### config.mk
export PLATFORM = sky130hd
export DESIGN_NAME = usb_tx_ctrl
export DESIGN_NICKNAME = d
export VERILOG_FILES = /design/src/rtl/usb_tx_pkg.sv /design/src/rtl/crc16_byte.sv /design/src/rtl/usb_tx_ctrl.sv
export SDC_FILE = /design/constraint.sdc
export NUM_CORES = 1
export LEC_CHECK = 0
export ABC_AREA = 1
export ABC_CLOCK_PERIOD_IN_PS = 2100
export BUFFER_PORTS_ARGS = -buffer_cell sky130_fd_sc_hd__buf_4
export CORE_MARGIN = 1.5
export CORE_UTILIZATION = 50
export CTS_BUF_LIST = sky130_fd_sc_hd__clkbuf_2
export CTS_CLUSTER_SIZE = 24
export DETAILED_ROUTE_END_ITERATION = 6
export PLACE_DENSITY = 0.67
export SLEW_MARGIN = 10
export SYNTH_ARGS = -nofsm -noshare
export SYNTH_HDL_FRONTEND = slang
export SYNTH_SLANG_ARGS = --single-unit
### constraint.sdc
create_clock -name clk -period 2.1 [get_ports clk]
set_clock_uncertainty 0.1 [all_clocks]
set_input_delay 0.42 -clock clk [delete_from_list [all_inputs] [get_ports clk]]
set_output_delay 0.42 -clock clk [all_outputs]
set_load 0.03 [all_outputs]
### src/rtl/usb_tx_pkg.sv
// Shared encodings for the USB transmit packet sequencer: request codes,
// FSM/field enums, fixed SYNC/PID bytes and CRC-16/USB constants.
package usb_tx_pkg;

  localparam logic [1:0] PKT_NONE  = 2'b00;
  localparam logic [1:0] PKT_DATA0 = 2'b01;
  localparam logic [1:0] PKT_ACK   = 2'b10;
  localparam logic [1:0] PKT_NAK   = 2'b11;

  typedef enum logic [2:0] {
    ST_IDLE, ST_LOAD, ST_SEND, ST_EOP_SE0, ST_EOP_J, ST_DONE
  } tx_state_e;

  typedef enum logic [2:0] {
    FLD_SYNC, FLD_PID, FLD_DATA, FLD_CRC_LO, FLD_CRC_HI
  } tx_field_e;

  localparam logic [7:0] SYNC_BYTE = 8'h80;
  localparam logic [7:0] PID_DATA0 = 8'hC3;
  localparam logic [7:0] PID_ACK   = 8'hD2;
  localparam logic [7:0] PID_NAK   = 8'h5A;

  localparam logic [15:0] CRC16_INIT      = 16'hFFFF;
  localparam logic [15:0] CRC16_POLY_REFL = 16'hA001;

  function automatic logic [6:0] clamp_size(input logic [6:0] sz, input logic [6:0] lim);
    return (sz > lim) ? lim : sz;
  endfunction

endpackage

### src/rtl/crc16_byte.sv
// One-byte CRC-16/USB update (reflected 0xA001, data LSB first), purely
// combinational: eight unrolled bit steps.
module crc16_byte
  import usb_tx_pkg::*;
(
  input  logic [15:0] crc_in,
  input  logic [7:0]  data,
  output logic [15:0] crc_out
);

  logic [8:0][15:0] stage;

  assign stage[0] = crc_in;

  for (genvar i = 0; i < 8; i++) begin : g_bit
    assign stage[i+1] = (stage[i][0] ^ data[i]) ? ({1'b0, stage[i][15:1]} ^ CRC16_POLY_REFL)
                                                : {1'b0, stage[i][15:1]};
  end

  assign crc_out = stage[8];

endmodule

### src/rtl/usb_tx_ctrl.sv
// USB TX packet sequencer: feeds the shifter SYNC, PID, FIFO payload, CRC16
// and then drives the EOP, counting timer strobes to find byte boundaries.
module usb_tx_ctrl
  import usb_tx_pkg::*;
#(
  parameter int MAX_PAYLOAD = 64
) (
  input  logic       clk,
  input  logic       n_rst,
  input  logic [1:0] tx_packet,
  input  logic [6:0] tx_packet_size,
  input  logic [7:0] packet_data,
  input  logic       shift_strobe,
  output logic       load_enable,
  output logic [7:0] parallel_out,
  output logic       timer_enable,
  output logic       get_tx_data,
  output logic       eop_se0,
  output logic       tx_busy,
  output logic       tx_done
);

  localparam logic [6:0] MAX_P = 7'(MAX_PAYLOAD);

  tx_state_e   state_q, state_d;
  tx_field_e   field_q, field_d;
  logic [1:0]  ptype_q, ptype_d;
  logic [6:0]  remain_q, remain_d;
  logic [2:0]  bit_q, bit_d;
  logic [15:0] crc_q, crc_d;
  logic [15:0] crc_next;

  crc16_byte u_crc (
    .crc_in  (crc_q),
    .data    (packet_data),
    .crc_out (crc_next)
  );

  always_ff @(posedge clk or negedge n_rst) begin
    if (!n_rst) begin
      state_q  <= ST_IDLE;
      field_q  <= FLD_SYNC;
      ptype_q  <= PKT_NONE;
      remain_q <= '0;
      bit_q    <= '0;
      crc_q    <= CRC16_INIT;
    end else begin
      state_q  <= state_d;
      field_q  <= field_d;
      ptype_q  <= ptype_d;
      remain_q <= remain_d;
      bit_q    <= bit_d;
      crc_q    <= crc_d;
    end
  end

  always_comb begin
    state_d      = state_q;
    field_d      = field_q;
    ptype_d      = ptype_q;
    remain_d     = remain_q;
    bit_d        = bit_q;
    crc_d        = crc_q;
    load_enable  = 1'b0;
    parallel_out = 8'h00;
    timer_enable = 1'b0;
    get_tx_data  = 1'b0;
    eop_se0      = 1'b0;
    tx_done      = 1'b0;
    tx_busy      = (state_q != ST_IDLE);

    case (state_q)
      ST_IDLE: begin
        if (tx_packet != PKT_NONE) begin
          ptype_d  = tx_packet;
          remain_d = (tx_packet == PKT_DATA0) ? clamp_size(tx_packet_size, MAX_P) : 7'd0;
          crc_d    = CRC16_INIT;
          field_d  = FLD_SYNC;
          bit_d    = 3'd0;
          state_d  = ST_LOAD;
        end
      end

      // Strobes are not expected here since the timer restarts on load.
      ST_LOAD: begin
        load_enable  = 1'b1;
        timer_enable = 1'b1;
        bit_d        = 3'd0;
        state_d      = ST_SEND;
        case (field_q)
          FLD_SYNC: parallel_out = SYNC_BYTE;
          FLD_PID: begin
            case (ptype_q)
              PKT_DATA0: parallel_out = PID_DATA0;
              PKT_ACK:   parallel_out = PID_ACK;
              PKT_NAK:   parallel_out = PID_NAK;
              default:   parallel_out = 8'h00;
            endcase
          end
          FLD_DATA: begin
            parallel_out = packet_data;
            get_tx_data  = 1'b1;
            crc_d        = crc_next;
            remain_d     = remain_q - 7'd1;
          end
          FLD_CRC_LO: parallel_out = ~crc_q[7:0];
          FLD_CRC_HI: parallel_out = ~crc_q[15:8];
          default:    parallel_out = 8'h00;
        endcase
      end

      ST_SEND: begin
        timer_enable = 1'b1;
        if (shift_strobe) begin
          bit_d = bit_q + 3'd1;
          if (bit_q == 3'd7) begin
            state_d = ST_LOAD;
            case (field_q)
              FLD_SYNC: field_d = FLD_PID;
              FLD_PID: begin
                if (ptype_q == PKT_DATA0) field_d = (remain_q != 7'd0) ? FLD_DATA : FLD_CRC_LO;
                else                      state_d = ST_EOP_SE0;
              end
              FLD_DATA:   field_d = (remain_q != 7'd0) ? FLD_DATA : FLD_CRC_LO;
              FLD_CRC_LO: field_d = FLD_CRC_HI;
              FLD_CRC_HI: state_d = ST_EOP_SE0;
              default:    state_d = ST_EOP_SE0;
            endcase
          end
        end
      end

      // bit_q wrapped to 0 on the 8th strobe, so it counts SE0 bit times here.
      ST_EOP_SE0: begin
        timer_enable = 1'b1;
        eop_se0      = 1'b1;
        if (shift_strobe) begin
          bit_d = bit_q + 3'd1;
          if (bit_q == 3'd1) begin
            bit_d   = 3'd0;
            state_d = ST_EOP_J;
          end
        end
      end

      ST_EOP_J: begin
        timer_enable = 1'b1;
        if (shift_strobe) state_d = ST_DONE;
      end

      ST_DONE: begin
        tx_done = 1'b1;
        state_d = ST_IDLE;
      end

      default: state_d = ST_IDLE;
    endcase
  end

endmodule

-- Yosys cells after proc, flatten, opt, wreduce, memory -nomap -nowiden
Index checks and enable logic that the tools add are counted.
Widths: inputs -> output; s select.
- add/subtract/negate cells: 2
- multiply operators: 0
- divide/modulo/power cells: 0
- magnitude comparators: 1
- equality and inequality tests: 24
- shift-type cells: 0
- muxes and demuxes: 45
- bitwise gates (word level): 18
- reduce and logical (&&, ||, !) cells: 15
- operators by type and width (operator ; number):
    $mux 16 ; 10
    $pmux 8 s5 ; 1
    $mux 3 ; 13
    $pmux 16 s2 ; 1
    $mux 7 ; 4
    $not 2->3 ; 8
    $pmux 3 s4 ; 2
    $pmux 8 s3 ; 1
    $not 8->8 ; 2
    $pmux 3 s5 ; 1
    $ne 2x2->1 const B ; 7
    $pmux 7 s2 ; 1
    $eq 3x2->1 const B ; 4
    $eq 3x3->1 const B ; 4
    $reduce_and 6->1 ; 2
    $eq 3x1->1 const B ; 3
    $mux 8 ; 1
    $xor 1x1->1 ; 8
    $gt 7x7->1 const B ; 1
    $mux 1 ; 7
    $reduce_bool 7->1 ; 1
    $sub 7x1->7 const B ; 1
    $logic_not 3->1 ; 2
    $pmux 3 s2 ; 1
    15 further kinds ; 19
- bits in registers: 34
- bits in latches: 0
- bits in writable memories: 0
- memory bits (read-only): 0
- bits of input ports: 20
- output and inout bits: 14
- word-level logic and storage cells: 111
- memories kept: 0

-- Longest topological paths before layout
- depth in word-level cells: 18
- depth in mapped cells: 15
- mapped depth without buffers: 15

-- Hierarchy
Synthesis repeated with hierarchy kept, for this count alone.
- cells, all modules: 405
- area, all modules: 2803.9 sq um
- modules (own cells, without submodules) (module ; times used ; cells each ; area an instance (sq um) ; seq. area each (sq um)):
    usb_tx_ctrl ; 1 ; 331 ; 2233.4 ; 870.8
    crc16_byte ; 1 ; 74 ; 570.5 ; 0.0

-- Worst setup path after synthesis
Ideal clock, no wire load.
- kind: flip-flop to output port
- start: reg state_q[0]
- end: out parallel_out[4]
- data arrival time: 1.691 ns
- required time: 1.580 ns
- setup slack: -0.111 ns
- stages on the path, launching flop included: 8
- path buffers: 1
- cell sequence: dfrtp_1 -> inv_2 -> nor2_1 -> inv_1 -> nor2_4 -> inv_1 -> buf_6 -> a41oi_1
- cells in the longest elaborated chain, start to end: 2
- ends and longest elaborated chain (what ; line ; RTL):
    start, declared ; usb_tx_ctrl.sv:25 ; tx_state_e state_q, state_d;
    start signal, assigned ; usb_tx_ctrl.sv:48 ; state_q <= state_d;
    $eq 3x1->1 ; usb_tx_ctrl.sv:72 ; case (state_q)
    $mux 8 ; usb_tx_ctrl.sv:72 ;
    end, declared ; usb_tx_ctrl.sv:15 ; output logic [7:0] parallel_out,
No other way between the ends.

-- Worst setup path in the final report
- start: reg state_q[1]
- end: out parallel_out[4]
The elaborated chain is that of the path after synthesis.

==> results.py <==
metrics = {
    "routing": {
        "drc_errors": 2,
        "wl_per_cell_um": 14.4,
        "drt_iter0_markers": 172,
        "dr.pass1.iters": 6,
        "avgViaCountPerCell": 5.43,
        "routed_wl_mm": 6.40,
        "final_antenna_net_count": 0,
        "num_vias": 2411,
    },
    "logic_synthesis": {
        "synth_cell_types": 34,
        "synth_compound_area_frac": 0.182,
        "syn-cell-area_um2": 2350,
        "syn-num-nets": 348,
        "synth_top_family_by_area": "simple AND/OR/NAND/NOR gates",
        "synth_cells": 319,
        "synth-simple-area-share": 0.239,
        "yosys.area_share.adder": 0.0479,
        "synthMuxAreaShare": 0,
        "syn_avg_cell_area_um2": 7.37,
        "synth-xor-area-share": 0.0447,
        "synth-seq-cells": 34,
        "yosys_warnings": 0,
        "ys_seq_area_frac": 0.371,
    },
    "placed_design": {
        "dp_hpwl_mm": 4.31,
        "place.gp.congestion": 0.886,
        "port_buffers": 33,
        "dp_slack_ns": 0.127,
    },
    "cts": {
        "cts_made_buffers": 5,
        "cts_tree": "done",
        "clkTransAtPathRegs_ns": 0.17,
        "insertion_delay_ns": 0.38,
        "max-clock-path-buffers": 2,
        "htree_levels": 2,
        "cts_num_sinks": 34,
        "root_buffer": "clkbuf_2",
    },
    "critical_path": {
        "crit_arrival_ns": 1.75,
        "cp-end-kind": "output port",
        "crit_fanout": 8,
        "path_cells": "nor2_2 > inv_2 > nor2_4 > clkinvlp_4 > a41oi_2 > buf_6",
        "cp_slowest_cell": "dfrtp_1",
        "cp.required_ns": 1.58,
        "cp-start-kind": "register",
        "criticalPathCategory": "register to output port",
        "cp_slowest_stage_delay_ns": 0.44,
    },
    "pwr": {
        "internal_power_w": 0.00194,
        "p_per_area_nw_per_um2": 1130,
        "p_seq_frac": 0.276,
        "peakVddDrop_uv": 874,
        "p_leak_nw": 1.58,
        "combinationalPowerShare": 0.603,
        "p_clk_frac": 0.121,
        "p_sw_frac": 0.460,
        "p_sw_w": 0.00165,
    },
    "sta": {
        "fmax_mhz": 441,
        "setup_ws_ns": -0.167,
        "finalHoldViolCount": 0,
        "rsz0062_at_grt": "true",
        "setup_viol": 10,
        "tightest_slew_ns": 0.457,
        "relSlewSlack": 0.695,
        "report.final.slew_viol_count": 0,
        "post-route-period-util": 1.08,
        "fin_crit_ns": 2.27,
        "tns_ns": -1.43,
    },
    "run_status": {
        "violations": "DRC, setup timing",
        "status": "complete, but fails checks",
    },
    "floorplan": {
        "rows": 24,
        "core_area_um2": 4440,
        "die_y_um": 71.6,
        "die_x_um": 71.6,
        "num_io_pins": 34,
        "die_area_um2": 5120,
        "initial_core_util": 0.529,
    },
    "grt": {
        "use_met1": 0.320,
        "grt_pass1_wl_mm": 10.0,
        "grt_pass1_vias": 2240,
        "use_met2": 0.434,
        "top_usage_layer": "met2",
        "grt_use_total": 0.253,
        "grt_max_degree": 35,
        "antenna_found_initial": 0,
        "grtUsageMet3": 0.0450,
        "grt_overflow_total": 0,
    },
    "hold_path": {
        "hold_class": "input port to register",
    },
    "layout": {
        "layout_common_cells": "nand2_1 (70), buf_4 (52), inv_1 (51)",
        "fin_util": 0.715,
        "nets": 420,
        "n_antenna_cell": 0,
        "final_common_cell": "nand2_1",
        "layout-drive-gt1-share": 0.347,
        "area_delta_synth_final_pct": 35.3,
        "nFillCells": 382,
    },
    "flow_run": {
        "max_cap_violations": 0,
    },
}
==> cells by family after synthesis <==
kind of cell,after synthesis
AO/OA/AOI/OAI,68
XOR/XNOR,12
adder cells (fa/ha/maj),9
buffers and inverters,66
flip-flops,34
AND/OR/NAND/NOR,130
==> power groups by stage <==
stage	sequential (W)	combinational, W	clock (W)
global route	0.00102	0.00239	0.000478
floorplan	0.000961	0.00127	0
finish	0.000993	0.00217	0.000435
detailed placement	0.000998	0.00171	0
CTS	0.000980	0.00190	0.000448
global placement	0.000990	0.00170	0
==> layout make-up <==
cell class | count | area (um^2) | share of cell area
flip-flops and latches | 34 | 875 | 0.275
multi-input cells | 219 | 1340 | 0.421
repair buffers | 69 | 589 | 0.185
clock buffers | 5 | 25.0 | 0.00787
clock inverters | 3 | 40.0 | 0.0126
well taps | 52 | 65.1 | 0.0205
inverters | 62 | 246 | 0.0775
==> registers in the layout, summed over array words and instances, names as in the netlist <==
register,cells
field_q,3
state_q,3
bit_q,3
crc_q,16
ptype_q,2
remain_q,7
==> synthesized netlist by cell type (all sizes together) <==
master / instances / area (um^2)
dfstp: 16 / 420
xor2: 6 / 52.6
dfrtp: 18 / 450
o31ai: 2 / 15.0
nor4: 1 / 21.3
a41oi: 1 / 8.76
buf: 3 / 33.8
nor3: 3 / 15.0
o22ai: 14 / 87.6
ha: 9 / 113
o211ai: 2 / 15.0
o221ai: 3 / 26.3
a21oi: 14 / 81.3
a211oi: 2 / 15.0
o21ai: 19 / 95.1
xnor2: 6 / 52.6
nand2: 74 / 285
o21a: 2 / 15.0
inv: 62 / 235
nand4: 1 / 6.26
a221oi: 2 / 17.5
a31oi: 3 / 18.8
nor2: 37 / 164
nand3: 14 / 70.1
o22a: 1 / 8.76
a22oi: 3 / 22.5
clkbuf: 1 / 3.75
==> critical path, delay by kind of cell (launching register included) <==
family | cells | cell delay [ns]
buffers and inverters | 3 | 0.44
DFF | 1 | 0.44
AOI/OAI and AO/OA | 1 | 0.26
and+or+nand+nor | 2 | 0.24
==> path summary, 6_finish.rpt <==
| check | from | end | slack [ns] | cells past startpoint |
|---|---|---|---|---|
| max | state_q[1] | parallel_out[4] | -0.17 | 6 |
| min | shift_strobe | state_q[2] | 0.13 | 2 |
| max reg2reg | state_q[0] | remain_q[6] | 0.10 | 15 |
| min reg2reg | crc_q[4] | crc_q[4] | 0.43 | 2 |
| max in group asynchronous | n_rst | ptype_q[0] | 1.14 | 2 |
| min in group asynchronous | n_rst | field_q[0] | 0.41 | 2 |
==> per-layer routing <==
layer | up-vias | share of wire
li1 | 1177 | -
met1 | 1139 | 0.44
met2 | 82 | 0.49
met3 | 13 | 0.051
met4 | 0 | 0.022
met5 | - | 0
==> through the flow <==
step	hold WS (ns)	instance area, um^2	instances	total power, W
floorplan	0.0244	2360	319	0.00223
global placement	0.297	2680	406	0.00269
detailed placement	0.298	2680	406	0.00271
CTS	0.107	2930	430	0.00333
global route	0.0782	3180	444	0.00388
finish	0.125	3180	444	0.00360
==> timing repair <==
action	4_1_cts	5_1_grt
gates cloned	0	1
hold buffers	1	0
endpoints found under the hold margin	18	0
pin swaps	4	13
gates resized for setup	15	43
buffers inserted	15	13
endpoints found under the setup margin	10	16
No activity file was read; power rests on OpenSTA's default activity.
